--- src/rtl/mem_port_arbiter.sv ---
// Shares one single-port data RAM between the core data port and a host port; fixed core priority with host starvation guard.
// Latency: grant and mem command registered one cycle after the request is sampled; read data returns one cycle after that.
// Backpressure: requesters hold req until gnt; MEM_ARB_RR_EN selects round-robin ties instead of the starvation guard.
module mem_port_arbiter #(
    parameter int AW       = 8,
    parameter int MAX_WAIT = 8,
    parameter int LOCK_MAX = 16
) (
    input  logic          clk,
    input  logic          reset,
    input  logic          core_req,
    input  logic          core_we,
    input  logic [AW-1:0] core_addr,
    input  logic [3:0]    core_be,
    input  logic [7:0]    core_wdata,
    output logic          core_gnt,
    output logic          core_rvalid,
    output logic [31:0]   core_rdata,
    input  logic          host_req,
    input  logic          host_we,
    input  logic [AW-1:0] host_addr,
    input  logic [3:0]    host_be,
    input  logic [31:0]   host_wdata,
    input  logic          host_lock,
    output logic          host_gnt,
    output logic          host_rvalid,
    output logic [31:0]   host_rdata,
    output logic          mem_en,
    output logic          mem_we,
    output logic [AW-1:0] mem_addr,
    output logic [3:0]    mem_be,
    output logic [31:0]   mem_wdata,
    input  logic [31:0]   mem_rdata
);

    typedef enum logic [1:0] {IDLE, CORE, HOST, HLOCK} state_t;

    localparam int LCW = $clog2(LOCK_MAX + 1);

    state_t         state;
    logic [LCW-1:0] lock_cnt;
    logic           lock_hold;
    logic           host_pri;
    logic           pick_core;
    logic           pick_host;

`ifdef MEM_ARB_RR_EN
    logic last_host;

    assign host_pri = !last_host;
`else
    logic [7:0] wait_cnt;

    assign host_pri = (wait_cnt == 8'(MAX_WAIT));
`endif

    // A held lock keeps the port; leaving HLOCK always favours a waiting core.
    always_comb begin
        pick_core = 1'b0;
        pick_host = 1'b0;
        lock_hold = (state == HLOCK) && host_req && host_lock && (lock_cnt != LCW'(LOCK_MAX));
        if (lock_hold) begin
            pick_host = 1'b1;
        end else if (core_req && ((state == HLOCK) || !host_pri || !host_req)) begin
            pick_core = 1'b1;
        end else if (host_req) begin
            pick_host = 1'b1;
        end
    end

    always_ff @(posedge clk or negedge reset) begin
        if (!reset) begin
            state       <= IDLE;
            lock_cnt    <= '0;
            core_gnt    <= 1'b0;
            host_gnt    <= 1'b0;
            core_rvalid <= 1'b0;
            host_rvalid <= 1'b0;
            mem_en      <= 1'b0;
            mem_we      <= 1'b0;
            mem_addr    <= '0;
            mem_be      <= '0;
            mem_wdata   <= '0;
`ifdef MEM_ARB_RR_EN
            last_host   <= 1'b1;
`else
            wait_cnt    <= '0;
`endif
        end else begin
            core_gnt <= pick_core;
            host_gnt <= pick_host;
            mem_en   <= pick_core || pick_host;

            if (pick_core) begin
                mem_we    <= core_we;
                mem_addr  <= core_addr;
                mem_be    <= core_be;
                mem_wdata <= {4{core_wdata}};
            end else if (pick_host) begin
                mem_we    <= host_we;
                mem_addr  <= host_addr;
                mem_be    <= host_be;
                mem_wdata <= host_wdata;
            end else begin
                mem_we    <= 1'b0;
                mem_addr  <= '0;
                mem_be    <= '0;
                mem_wdata <= '0;
            end

            if (pick_host) begin
                state <= host_lock ? HLOCK : HOST;
            end else if (pick_core) begin
                state <= CORE;
            end else begin
                state <= IDLE;
            end

            // Counts consecutive locked host grants, restarting at 1 on a fresh lock.
            if (pick_host && host_lock) begin
                lock_cnt <= lock_hold ? lock_cnt + LCW'(1) : LCW'(1);
            end else begin
                lock_cnt <= '0;
            end

`ifdef MEM_ARB_RR_EN
            if (pick_host) begin
                last_host <= 1'b1;
            end else if (pick_core) begin
                last_host <= 1'b0;
            end
`else
            if (pick_host) begin
                wait_cnt <= '0;
            end else if (host_req && (wait_cnt != 8'(MAX_WAIT))) begin
                wait_cnt <= wait_cnt + 8'd1;
            end
`endif

            core_rvalid <= core_gnt && !mem_we;
            host_rvalid <= host_gnt && !mem_we;
        end
    end

    assign core_rdata = core_rvalid ? mem_rdata : 32'h0;
    assign host_rdata = host_rvalid ? mem_rdata : 32'h0;

endmodule

--- config.mk ---
export PLATFORM = sky130hd
export DESIGN_NAME = mem_port_arbiter
export DESIGN_NICKNAME = d
export VERILOG_FILES = /design/src/rtl/mem_port_arbiter.sv
export SDC_FILE = /design/constraint.sdc
export NUM_CORES = 1
export LEC_CHECK = 0
export ABC_AREA = 1
export CAP_MARGIN = 30
export CELL_PAD_IN_SITES_DETAIL_PLACEMENT = 0
export CELL_PAD_IN_SITES_GLOBAL_PLACEMENT = 1
export CORE_ASPECT_RATIO = 1.25
export CORE_MARGIN = 8
export CORE_UTILIZATION = 21
export DETAILED_ROUTE_END_ITERATION = 6
export GPL_TIMING_DRIVEN = 0
export PLACE_DENSITY_LB_ADDON = 0.1
export SLEW_MARGIN = 20
export SYNTH_ARGS = -nofsm -noshare
export SYNTH_HDL_FRONTEND = slang
export SYNTH_SLANG_ARGS = --single-unit
--- constraint.sdc ---
create_clock -name clk -period 1.4 [get_ports clk]
set_input_delay 0.28 -clock clk [delete_from_list [all_inputs] [get_ports clk]]
set_output_delay 0.28 -clock clk [all_outputs]
set_load 0.005 [all_outputs]
---- After elaboration in Yosys (flattened, before gate mapping) ----
Cells that the tools add are included.
storage, ports and cells
  register bits ........................... 65
  input bits .............................. 103
  output and inout bits ................... 114
  logic and storage cells ................. 55
operators by class
  add/sub/neg operators ................... 2
  equality and inequality tests ........... 4
  mux-type cells .......................... 22
  reduce and logical (&&, ||, !) cells .... 15
operator list
  cell                                                    number
  2-to-1 mux 32 bit                                       4
  2-to-1 mux 8 bit                                        4
  2-to-1 mux 5 bit                                        2
  2-to-1 mux 1 bit                                        9
  adder 8 x 1 -> 8 bit (second input constant)            1
  == test 8 x 4 -> 1 bit (second input constant)          1
  logical AND 1 bit                                       8
  2-to-1 mux 4 bit                                        2
  inequality test 8 x 4 -> 1 bit (second input constant)  1
  adder 5 x 1 -> 5 bit (second input constant)            1
  inequality test 5 bit (second input constant)           1
  zero test 1 bit                                         3
  logical OR 1 bit                                        3
  == test 2 bit (second input constant)                   1
  2-to-1 mux 2 bit                                        1
  nonzero test 2 bit                                      1

---- Depth between registers and ports, before layout ----
Gate-level depths: netlist of run 1.
  depth in word-level cells ............... 9
  depth in mapped cells ................... 13

---- Worst setup path before layout of run 1 ----
Ideal clock, no wire load.
  path kind ............................... reg-to-reg
  start point ............................. register lock_cnt[0]
  end point ............................... register mem_wdata[10]
  setup time .............................. 119 ps
  arrival ................................. 1437 ps
  data required time ...................... 1281 ps
  path slack .............................. -157 ps
  stages on the path, launching flop included .. 14
  path buffers ............................ 2
  period minus slack after synthesis ...... 1557 ps
  path through ............................ dfrtp_1 -> inv_1 -> ha_1 -> nand2_1 -> inv_1 -> nand2_1 -> a21oi_1 -> nand2_2 -> nand2_4 -> inv_4 -> buf_12 -> buf_12 -> nand2_2 -> nand2_1
on the way
  word-level cells in the longest chain between the ends .. 5
  elaborated cells on any way between the ends .. 6
  those cells by class .................... eq/ne (1); mux (4); reduce/logical (1)
RTL lines
  what                       line  RTL
  start: declaration         41    logic [LCW-1:0] lock_cnt;
  start signal: assignment   121   lock_cnt <= lock_hold ? lock_cnt + LCW'(1) : LCW'(1);
  inequality test 5 bit (*)  61    lock_hold = (state == HLOCK) && host_req && host_lock && (lock_cnt != LCW'(LOCK_MAX));
  logical AND 1 bit (*)      61
  2-to-1 mux 1 bit           62    if (lock_hold) begin
  2-to-1 mux 32 bit          99    end else if (pick_host) begin
  2-to-1 mux 32 bit (*)      94    if (pick_core) begin
  end signal: assignment     98    mem_wdata <= {4{core_wdata}};
  end signal: assignment     103   mem_wdata <= host_wdata;
  end: declaration           32    output logic [31:0] mem_wdata,
Mark *: on every way between the ends. The rest lies on a longest branch, timed or not.
A chain may end at the register's enable or synchronous reset.

---- Worst setup path after layout of run 1 ----
  start point ............................. register core_rvalid
  end point ............................... output core_rdata[10]
on the way
  word-level cells in the longest chain between the ends .. 1
RTL lines
  what                      line  RTL
  start: declaration        17    output logic core_rvalid,
  start signal: assignment  140   core_rvalid <= core_gnt && !mem_we;
  2-to-1 mux 32 bit         145   assign core_rdata = core_rvalid ? mem_rdata : 32'h0;
  end: declaration          18    output logic [31:0] core_rdata,
Every way passes these cells.

==> results of run 1 <==
==> worst max-delay path: cells and delay by family (launching register included) <==
kind                   cells  cell delay (ns)
flip-flops                 1             0.43
AND/OR/NAND/NOR            1             0.04
buffers and inverters      5             0.54
==> synth_stat cells <==
| cell type | n |
|---|---|
| o21ai_0 | 1 |
| nand2_2 | 22 |
| dfrtp_1 | 64 |
| nor2_1 | 21 |
| a21oi_2 | 1 |
| inv_1 | 88 |
| nand2_1 | 187 |
| nand3b_1 | 1 |
| ha_1 | 4 |
| nor2_2 | 1 |
| clkbuf_1 | 6 |
| buf_2 | 4 |
| inv_2 | 1 |
| nor3b_1 | 1 |
| buf_12 | 3 |
| buf_4 | 1 |
| nand2_4 | 1 |
| xor2_1 | 3 |
| nand3_1 | 12 |
| nand4_1 | 2 |
| a21oi_1 | 1 |
| nor3_1 | 1 |
| xnor2_1 | 1 |
| inv_4 | 1 |
==> stage by stage <==
step                setup WS [ns]  setup TNS [ns]  total power [uW]  hold slack [ns]
floorplan                  -0.148           -4.00              2560          -0.0156
global placement            -2.26         -200.66              3510            0.474
detailed placement         -0.680          -57.58              3520            0.247
CTS                        -0.251          -21.70              6240            0.436
global route               -0.297          -24.43              6740            0.468
finish                     -0.220          -16.96              6410            0.427
==> area by class of cell <==
type	count	area [sq um]	share of cell area (%)
buffer	13	219	2.93
tap	182	228	3.05
timing repair buffer	277	2910	39.0
inverter	90	358	4.80
sequential	64	1610	21.5
clock inverter	6	58.8	0.788
multi-input combinational	260	1850	24.8
clock buffer	10	239	3.20
==> per-layer routing <==
metal	up-vias	routed length [microns]	track usage, %
li1	1796	-	-
met1	1664	4990	13.9
met2	172	7500	26.4
met3	25	1670	7.68
met4	0	478	6.26
met5	-	0	0
==> repair_timing <==
action / 4_1_cts / 5_1_grt
cloned: 13 / 0
endpoints found under the hold margin: 28 / 0
hold buffers: 1 / 0
setup buffers: 42 / 7
resized for setup: 493 / 222
endpoints found under the setup margin: 170 / 123
pin swaps: 47 / 7
==> flip-flops by register name (all words and copies together), names as in the netlist <==
signal / cells
state: 1
mem_addr: 8
host_rvalid: 1
mem_wdata: 32
core_gnt: 1
core_rvalid: 1
wait_cnt: 8
mem_be: 4
mem_en: 1
host_gnt: 1
lock_cnt: 5
mem_we: 1
==> kinds of logic (layout without fill, tap and decap cells) <==
logic type | Yosys count | count (layout) | synth area share (%)
buf+inv | 104 | 396 | 14.1
fa+ha+maj | 4 | 4 | 1.57
compound gates | 3 | 3 | 0.589
xor+xnor | 4 | 4 | 1.10
flops | 64 | 64 | 50.3
simple gates | 249 | 249 | 32.3
==> final timing paths <==
kind | to | startpoint | slack, ns
worst max-delay path | core_rdata[10] | core_rvalid | -0.22
worst min-delay path | mem_addr[4] | reset | 0.43
worst max register to register | mem_wdata[13] | wait_cnt[0] | -0.22
worst min register to register | core_rvalid | core_gnt | 0.49
max in group asynchronous | mem_be[1] | reset | 0.43
min in group clk | core_rvalid | core_gnt | 0.49
==> power groups by stage <==
| stage | logic (uW) | clock network [uW] | registers [uW] |
|---|---|---|---|
| 5_1_grt | 2240 | 2400 | 2100 |
| 4_1_cts | 1850 | 2320 | 2080 |
| 3_5_place_dp | 1390 | 0 | 2130 |
| 6_report | 2080 | 2250 | 2080 |
| 3_3_place_gp | 1380 | 0 | 2130 |
| 2_1_floorplan | 427 | 0 | 2130 |
==> flow_metrics.env, run 1 <==
export IMPL_clkPwrFrac_pct=35.1
export IMPL_grt_overflow_total=0
export IMPL_fmaxAchievable_mhz=617
export IMPL_p_sw_uw=1820
export IMPL_final_area_sq_um=7460
export IMPL_p_int_uw=4590
export IMPL_numClockSinks=64
export IMPL_grt_use_total_pct=14.8
export IMPL_numPortBuffers=216
export IMPL_max_stage_delay_ns=0.43
export IMPL_initial_utilization_pct=21.4
export IMPL_p_comb_share_pct=32.4
export IMPL_crit_arrival_ns=1.34
export IMPL_powerDensity_nw_per_um2=859
export IMPL_finalSetupViolCount=118
export IMPL_grt_max_degree=37
export IMPL_drt_iter0_markers=52
export IMPL_fin_skew_ns=0.00828
export IMPL_synthTopCellsByArea="dfrtp_1, nand2_1, inv_1"
export IMPL_drv_slew=0
export IMPL_end_kind="output port"
export IMPL_place_hpwl_microns=10300
export IMPL_p_leak_uw=0.00416
export IMPL_clock_path_buffers=2
export IMPL_avgSynthCellArea_sq_um=7.44
export IMPL_seq_power_share_pct=32.4
export IMPL_rsz0062_at_grt="yes"
export IMPL_crit_slowest_cell="dfrtp_2"
export IMPL_vias=3657
export IMPL_synth_seq_area_share_pct=50.3
export IMPL_ys_warn_count=0
export IMPL_cts_buffers_inserted=9
export IMPL_cts_root_buf="clkbuf_16"
export IMPL_fin_cells=902
export IMPL_start_kind="register"
export IMPL_grt_pass1_wl_microns=22200
export IMPL_cp_required_ns=1.12
export IMPL_yosys_area_top_type="dfrtp_1"
export IMPL_clk_latency_ns=0.33
export IMPL_synth_nets=535
export IMPL_hold_viol=0
export IMPL_cts_tree="yes"
export IMPL_dp_cells=827
export IMPL_dpl_cell_area_sq_um=5620
export IMPL_ir_drop_uv=513
export IMPL_synth_distinct_cells=24
export IMPL_status="finished with violations"
export IMPL_cap_viol_max_count=0
export IMPL_wirelength_microns=14600
export IMPL_final_common_cell="clkdlybuf4s50_1"
export IMPL_antenna_found_initial=0
export IMPL_cts_max_level=3
export IMPL_ios=217
export IMPL_min_period_over_period_pct=116
export IMPL_fp_dieArea_sq_um=19400
export IMPL_post_route_util_pct=50.1
export IMPL_drc=0
export IMPL_cp_max_fo=3
export IMPL_dr_pass1_iters=4
export IMPL_diodes=0
export IMPL_routedWlPerCell_microns=16.2
export IMPL_path_clk_slew_ns=0.06
export IMPL_p_sw_share_pct=28.3
export IMPL_crit_chain="buf_6 -> buf_8 -> buf_12 -> nand2_2 -> inv_1 -> buf_2"
export IMPL_worstHoldPathType="in -> async"
export IMPL_die_height_microns=154
export IMPL_globalplace_congestion=0.738
export IMPL_drive_gt1_share_pct=51.5
export IMPL_syn_inst=428
export IMPL_min_period_ns=1.62
export IMPL_ff2ff_path_depth=11
export IMPL_path_class="reg -> out"
export IMPL_max_slew_margin_rel_pct=71.8
export IMPL_ant_nets=0
export IMPL_nets=822
export IMPL_area_growth_pct=134
export IMPL_synth_top_area_share_pct=50.3
export IMPL_grt_pass1_vias=3843
export IMPL_netlist_area_sq_um=3180
export IMPL_violations="setup timing"
export IMPL_num_rows=50
export IMPL_fp_dieW_microns=126
export IMPL_num_fill_cells=1452
export IMPL_tightestPinTransition_ns=0.422
export IMPL_ys_seq_elements=64
export IMPL_final_cell_mix="clkdlybuf4s50_1, buf_6, nand2_2, nand2_1, dfrtp_1"
export IMPL_setup_slack_ns=-0.220
export IMPL_core_sq_um=14900
export IMPL_vias_per_cell=4.05
No activity file was read; power rests on OpenSTA's default activity.
==> run 2, diff against run 1 <==
- SETUP_SLACK_MARGIN: not set -> 0.02
==> flow_metrics.env, run 2 (synthesized netlist as in run 1, its figures left out) <==
export IMPL_busiest_layer="met2"
export IMPL_nets=816
export IMPL_seq_area_sq_um=1600
export IMPL_powerDensity_nw_per_um2=891
export IMPL_path_clk_slew_ns=0.06
export IMPL_initial_utilization_pct=21.4
export IMPL_grt_overflow_total=0
export IMPL_antenna_found_initial=0
export IMPL_multi_input_area_sq_um=1870
export IMPL_die_height_microns=154
export IMPL_grtUsageMet2_pct=26.5
export IMPL_grt_pass1_wl_microns=21700
export IMPL_routedWlPerCell_microns=16.0
export IMPL_status="finished with violations"
export IMPL_crit_arrival_ns=1.88
export IMPL_final_common_cell="clkdlybuf4s50_1"
export IMPL_finalSetupViolCount=120
export IMPL_area_growth_pct=132
export IMPL_min_period_ns=1.67
export IMPL_fp_dieW_microns=126
export IMPL_vias_per_cell=4.03
export IMPL_path_class="reg -> reg"
export IMPL_dpl_cell_area_sq_um=5630
export IMPL_grt_max_degree=43
export IMPL_max_slew_margin_rel_pct=77.5
export IMPL_tightestPinTransition_ns=0.338
export IMPL_setup_slack_ns=-0.271
export IMPL_power_uw=6590
export IMPL_largestRegisters="mem_wdata x32, mem_addr x8, wait_cnt x8"
export IMPL_finalSetupTns_ns=-21.45
export IMPL_start_kind="register"
export IMPL_grt_use_met3_pct=6.71
export IMPL_place_hpwl_microns=10100
export IMPL_clk_latency_ns=0.33
export IMPL_drive_gt1_share_pct=51.4
export IMPL_cts_tree="yes"
export IMPL_grt_use_total_pct=14.3
export IMPL_clock_path_buffers=2
export IMPL_cts_max_level=3
export IMPL_final_area_sq_um=7390
export IMPL_diodes=0
export IMPL_cpMostUsedCell="nand2_1"
export IMPL_met1_usage_pct=13.9
export IMPL_regMostFlops="mem_wdata"
export IMPL_fp_dieArea_sq_um=19400
export IMPL_numPortBuffers=216
export IMPL_vias=3613
export IMPL_dr_pass1_iters=4
export IMPL_rsz0062_at_grt="yes"
export IMPL_drc=0
export IMPL_worstHoldPathType="in -> async"
export IMPL_hold_viol=0
export IMPL_largest_reg_flops=32
export IMPL_numClockSinks=64
export IMPL_cp_required_ns=1.61
export IMPL_crit_chain="inv_2 -> ha_4 -> nand3_2 -> nor2_2 -> nand2_1 -> nand2_2 -> buf_12 -> inv_12 -> buf_12 -> buf_16 -> nand2_1 -> nand2_1"
export IMPL_ir_drop_uv=553
export IMPL_final_cell_mix="clkdlybuf4s50_1, nand2_2, buf_6, dfrtp_1, nand2_1"
export IMPL_wirelength_microns=14300
export IMPL_fmaxAchievable_mhz=599
export IMPL_r2r_slack_ns=-0.27
export IMPL_min_period_over_period_pct=119
export IMPL_ant_nets=0
export IMPL_cts_root_buf="clkbuf_16"
export IMPL_drv_slew=0
export IMPL_crit_slowest_cell="dfrtp_1"
export IMPL_grt_pass1_vias=3859
export IMPL_cp_max_fo=5
export IMPL_fin_hold_ws_ns=0.400
export IMPL_place_ws_ns=-0.653
export IMPL_violations="setup timing"
export IMPL_ios=217
export IMPL_end_kind="register"
export IMPL_globalplace_congestion=0.737
export IMPL_fin_skew_ns=0.00659
export IMPL_max_stage_delay_ns=0.39
export IMPL_num_fill_cells=1405
export IMPL_p_leak_uw=0.00414
export IMPL_num_rows=50
export IMPL_core_sq_um=14900
export IMPL_drt_iter0_markers=39
export IMPL_cap_viol_max_count=0
export IMPL_cts_buffers_inserted=9
run 2: cell types whose count changed in the layout (fill, tap and decap cells not counted), moves of 3 or more:
cell,change
buf_6,-19
nand2_2,+14
buf_2,+12
inv_1,+11
inv_2,-11
nand2_1,-11
buf_8,-5
nand2_4,-4
buf_4,+3
clkbuf_16,+3
clkinv_2,-3
clkinvlp_4,+3
run 2: stage by stage:
step / instances / utilization (%)
4_1_cts: 890 / 45.2
2_1_floorplan: 428 / -
5_1_grt: 896 / 49.6
6_report: 896 / 49.6
3_5_place_dp: 827 / 37.8
3_3_place_gp: 826 / 37.6
run 2: cell type report:
| class | count | area share, % |
|---|---|---|
| Inverter | 90 | 4.84 |
| Sequential cell | 64 | 21.7 |
| Tap cell | 182 | 3.08 |
| Clock inverter | 7 | 1.30 |
| Buffer | 12 | 2.79 |
| Multi-Input combinational cell | 260 | 25.4 |
| Timing Repair Buffer | 272 | 37.9 |
| Clock buffer | 9 | 3.05 |
run 2: worst paths after layout:
kind	from	endpoint	depth (start not counted)
hold reg to reg	mem_we	host_rvalid	1
max in group asynchronous	reset	core_rvalid	3
setup / recovery	wait_cnt[1]	mem_addr[6]	12
min in group clk	mem_we	host_rvalid	1
setup reg to reg	wait_cnt[1]	mem_addr[6]	12
hold / removal	reset	mem_addr[7]	2
run 2: worst max-delay path, delay by kind of cell (launching register included):
family | cells | cell delay [ns]
adder cells (fa/ha/maj) | 1 | 0.14
buffers and inverters | 5 | 0.51
flip-flops | 1 | 0.39
AND/OR/NAND/NOR | 6 | 0.53
run 2: timing repair:
action,4_1_cts,5_1_grt
setup endpoints to repair,170,122
pin swaps,42,22
resized for setup,509,182
hold endpoints to repair,22,0
hold buffers,1,0
cloned,10,2
buffers inserted,36,12
run 2: layer usage:
layer	wire length [microns]	up-vias
met5	0	-
met1	5000	1663
met3	1440	10
li1	-	1782
met4	155	0
met2	7720	158
run 2: power by group:
part,internal (uW),switching [uW]
combinational,1180,918
clock,1560,856
sequential,2010,68.2
==> edit 1, RTL diff (flow settings as in run 1) <==
Re-encode `state_t` (4 states) as one-hot, 4 bits wide.
--- a/src/rtl/mem_port_arbiter.sv
+++ b/src/rtl/mem_port_arbiter.sv
@@ -34,5 +34,5 @@
 );
 
-    typedef enum logic [1:0] {IDLE, CORE, HOST, HLOCK} state_t;
+    typedef enum logic [3:0] {IDLE = 4'b0001, CORE = 4'b0010, HOST = 4'b0100, HLOCK = 4'b1000} state_t;
 
     localparam int LCW = $clog2(LOCK_MAX + 1);
Check against the original RTL: same outputs for any inputs over 10 cycles, from zero or initial values and one cycle with reset low; not proved beyond that.
==> edit 1 against run 1 <==
- the flow still finishes with violations (negative setup slack)
- clock power is 13% higher
- sequential cell count increased by 3
- power grew 0.72%
- cell area down 0.34%
- worst setup slack got worse by 130 ps
- first-iteration DRC count is 27% higher
- wire length about the same
- clock skew shrank 2.0 ps
- synthesized area increased by 2.0%
- critical endpoint is now mem_wdata[19]
==> edit 1: results (changes against run 1) <==
synth:
  syn_nets: 546  # +2.1%
  netlist_top_cells_area: "dfrtp_1, nand2_1, inv_1"
  synthArstFlopShare: 1.000  # unchanged
  ys_top_cells_by_count: "nand2_1, inv_1, dfrtp_1, nor2_1, nand3_1"
  synth.yosys.seq_area_share: 0.5164  # +0.01342
  yosys_warnings: 0  # unchanged
  synth_cells: 439  # +2.6%
  synth_cell_types: 22  # -8.3%
timing:
  fin_worst_skew_ps: 6.302  # -1.980 ps
  tightest_slew_ps: 503.3  # +80.90 ps
  setup_viol: 120  # +1.7%
  layout_setup_ws_ps: -351.5  # -131.3 ps
  finalHoldViolCount: 0  # unchanged
place:
  dp_hpwl_um: 10520  # +2.6%
  gp_congestion: 0.7475  # +1.2%
  dp_cells: 868  # +5.0%
finish:
  fin_cells: 948  # +5.1%
  syn_to_final_growth_pct: 128.8
  reg.largest.list: "mem_wdata: 32 flops, mem_addr: 8 flops, wait_cnt: 8 flops"
  drive_gt1_frac: 0.4443  # -0.07098
  diodes: 0  # unchanged
  fin_nets: 838  # +1.9%
global_routing:
  grt_usage: 0.1477  # -0.0005237
  grt_max_degree: 37  # unchanged
  grt_pass1_vias: 3957  # +3.0%
  grt_pass1_wl_um: 22700  # +2.3%
drt:
  detail_route.iter0.violations: 66  # +27%
  met2WireLength_um: 7703  # +2.7%
  routed-via-count: 3667  # +0.27%
  wl_met3_um: 1361  # -18%
  wl_met1_um: 5351  # +7.3%
  wl_um: 14630  # about the same
worst_setup_path:
  slowest_stage: "dfrtp_1"
  cp_slowest_stage_delay_ps: 390  # -40 ps
  crit_arrival_ps: 2020  # +680 ps
  cp_top_family: "simple AND/OR/NAND/NOR gates"
  r2r_cells: 13  # +2
  crit_path_max_fanout: 7  # +4
min_path:
  hp-class: "flop to flop"
  hold-path-cell-count: 1
clock_network:
  cts_root_buf: "clkbuf_16"
  clk_latency_ps: 330  # about the same
  h-tree-depth: 3  # unchanged
  cts.path.max_buffers: 2  # unchanged
pwr:
  leakagePower_nw: 4.197  # +0.87%
  ir_drop_uv: 944.3  # +84%
run_status:
  violations: "negative setup slack"
  status: "complete, but fails checks"
edit 1: cell types whose count changed after synthesis, sizes merged, moves of 2 or more:
| cell | before | now |
|---|---|---|
| inv | 90 | 92 |
| dfrtp | 64 | 66 |
| nor3 | 1 | 3 |
| xor2 | 3 | 6 |
| nand3 | 12 | 10 |
| nor2 | 22 | 29 |
edit 1: routing by layer:
layer / vias to the layer above / track usage
met4: 0 / 0.03975
li1: 1842 / -
met2: 137 / 0.2608
met5: - / 0
met3: 12 / 0.06438
met1: 1676 / 0.1566
edit 1: worst register-to-register path, stage by stage (launching register included):
cell	delay (ps)
dfrtp_1	390
inv_2	90
ha_4	140
inv_2	30
nor3_2	120
nand2_2	100
nor2_4	120
nor2_4	50
buf_12	130
nor2_8	130
buf_12	150
clkbuf_16	150
nand2_2	50
nand2_1	50
edit 1: metrics by stage:
stage | cell area, um2 | power [W] | TNS (ps) | hold WS, ps | setup WS, ps
floorplan | 3267 | 0.002584 | -4883 | -15.59 | -100.5
global placement | 5694 | 0.003454 | -218770 | 448.0 | -2442
detailed placement | 5712 | 0.003472 | -57590 | 283.2 | -720.5
CTS | 6731 | 0.006329 | -28860 | 450.0 | -370.8
global route | 7436 | 0.006831 | -36590 | 476.0 | -478.4
finish | 7436 | 0.006455 | -26570 | 446.0 | -351.5
edit 1: what timing repair did:
action | CTS | global route
hold buffers | 1 | 0
buffers inserted | 46 | 8
cloned | 8 | 2
endpoints found under the setup margin | 172 | 124
gates resized for setup | 458 | 183
pin swaps | 21 | 4
hold endpoints to repair | 34 | 0
edit 1: logic make-up (layout without fill, tap and decap cells):
group,after synthesis,after routing,synth area share
AO/OA/AOI/OAI,2,2,0.003081
flip-flops,67,67,0.5164
XOR/XNOR,7,7,0.01887
adder cells (fa/ha/maj),4,4,0.01540
AND/OR/NAND/NOR,254,254,0.3119
buffers and inverters,105,402,0.1344
edit 1: layout make-up:
cell class / instances / area, um2
inverters: 92 / 345.3
flip-flops and latches: 67 / 1680
fillers: 1501 / 7943
multi-input cells: 267 / 1663
clock inverters: 5 / 82.58
repair buffers: 281 / 2944
clock buffers: 11 / 252.7
well taps: 212 / 265.3
plain buffers: 13 / 202.7
edit 1: path summary, 6_finish.rpt:
path | startpoint | to | slack, ps
worst max register to register | wait_cnt[0] | mem_wdata[19] | -350
max in group asynchronous | reset | mem_wdata[20] | 380
worst min-delay path | mem_we | host_rvalid | 450
min in group asynchronous | reset | lock_cnt[2] | 470
worst max-delay path | wait_cnt[0] | mem_wdata[19] | -350
worst min register to register | mem_we | host_rvalid | 450
edit 1: where the power goes:
part	internal, W	leakage, nW	switching [W]
logic	0.00101	3.18	0.000757
clock network	0.00167	0.167	0.000874
registers	0.00208	0.845	0.0000610
==> edit 2, RTL diff (settings of run 1) <==
Made on the original files. The option `MEM_ARB_RR_EN` is turned on by a define.
--- a/src/rtl/mem_port_arbiter.sv
+++ b/src/rtl/mem_port_arbiter.sv
@@ -2,4 +2,6 @@
 // Latency: grant and mem command registered one cycle after the request is sampled; read data returns one cycle after that.
 // Backpressure: requesters hold req until gnt; MEM_ARB_RR_EN selects round-robin ties instead of the starvation guard.
+`define MEM_ARB_RR_EN
+
 module mem_port_arbiter #(
     parameter int AW       = 8,
Formal check against the unedited RTL: not equivalent (Yosys sat finds a counterexample within 4 cycles, from zero or initial values and one cycle with reset low).
==> edit 2 against run 1 <==
- the flow still finishes with violations (negative setup slack)
- sequential cell count shrank 7
- synthesized cell count fell by 18%
- global-route usage is 1.3 points higher
- via count down 11%
- cell area is 12% lower
- power is 10% lower
- wire length shrank 6.8%
- worst setup slack is essentially flat
- critical path type unchanged
- synthesized area is 16% lower
- clock skew decreased by 1.5 ps
- largest cell class unchanged
==> edit 2: results (changes against run 1) <==
pwr:
  pg_clk_w: 0.00194  # -14%
  largestPowerGroup: "combinational cells"
  switching_share: 0.2821  # -0.001227
  p_seq_w: 0.00188  # -9.6%
  ir_drop_uv: 556.4  # +8.4%
global_routing:
  grt_pass1_wl_um: 20000  # -9.9%
  use_met3: 0.06412  # -0.01270
  grt_usage: 0.1613  # +0.01307
  grt_max_degree: 55  # +49%
  grt_pass1_vias: 3585  # -6.7%
drt:
  wl_met3_um: 1417  # -15%
  met2WireLength_um: 7115  # -5.1%
  wl_met1_um: 4886  # -2.0%
  wl_per_cell_um: 16.78  # +3.4%
  routed-via-count: 3259  # -11%
  detail_route.iter0.violations: 98  # +88%
finish:
  syn_to_final_growth_pct: 146.0
  num-nonclk-buffers: 291  # +0.34%
  multi_input_area_share: 0.2277  # -0.01986
  fin_nets: 746  # -9.2%
  nonClkBufAreaFrac: 0.4403  # +0.02141
  clk_share: 0.04010  # +0.0001860
  inverters: 75  # -17%
  regArea_um2: 1430  # -11%
  seq_cells: 57  # -11%
worst_setup_path:
  r2r_slack_ps: -160  # +60 ps
  setup.worst_path.end: "host_rdata[3]"
  r2r-start: "lock_cnt[0]"
  cp_slowest_stage_delay_ps: 510  # +80 ps
  r2r_cells: 10  # -1
  cp-startpoint: "host_rvalid"
  cp_top_family: "flip-flops"
  r2r-end: "mem_wdata[23]"
timing:
  whs_ps: 312.4  # -114.6 ps
  slew-limit-headroom: 0.7980  # +0.07955
  setup_tns_ps: -16120  # +839.2 ps
  layout_setup_ws_ps: -219.9  # +0.2880 ps
  setup_viol: 110  # -6.8%
synth:
  syn_nets: 458  # -14%
  netlist_top_cells_area: "dfrtp_1, nand2_1, inv_1"
  ys_top_cells_by_count: "nand2_1, inv_1, dfrtp_1, nand3_1, nor2_1"
  synth_cells: 353  # -18%
place:
  dp_hpwl_um: 9485  # -7.5%
  gp_congestion: 0.8189  # +11%
  dpl_cell_area_um2: 5074  # -9.7%
run_status:
  violations: "negative setup slack"
  status: "complete, but fails checks"
die:
  n_tap_cell: 168  # -7.7%
clock_network:
  cts_setup_buffers: 46  # +9.5%
[edit 2: cell types whose count changed in the layout (fill, tap and decap cells not counted), sizes merged, moves of 2 or more]
| cell | run 1 | this run |
|---|---|---|
| clkbuf | 11 | 15 |
| dfrtp | 64 | 56 |
| nand4 | 2 | 0 |
| nand2 | 210 | 165 |
| ha | 4 | 2 |
| inv | 90 | 74 |
| nand3 | 12 | 25 |
| a21oi | 2 | 0 |
| clkinv | 5 | 3 |
| nor2 | 22 | 11 |
[edit 2: kinds of logic (layout without fill, tap and decap cells)]
| kind of cell | count (synthesis) | after routing | share of synthesized area |
|---|---|---|---|
| xor+xnor | 3 | 3 | 0.009819 |
| flops | 57 | 57 | 0.5334 |
| buf+inv | 90 | 381 | 0.1435 |
| compound gates | 1 | 1 | 0.003273 |
| simple gates | 200 | 201 | 0.3006 |
| fa+ha+maj | 2 | 2 | 0.009349 |
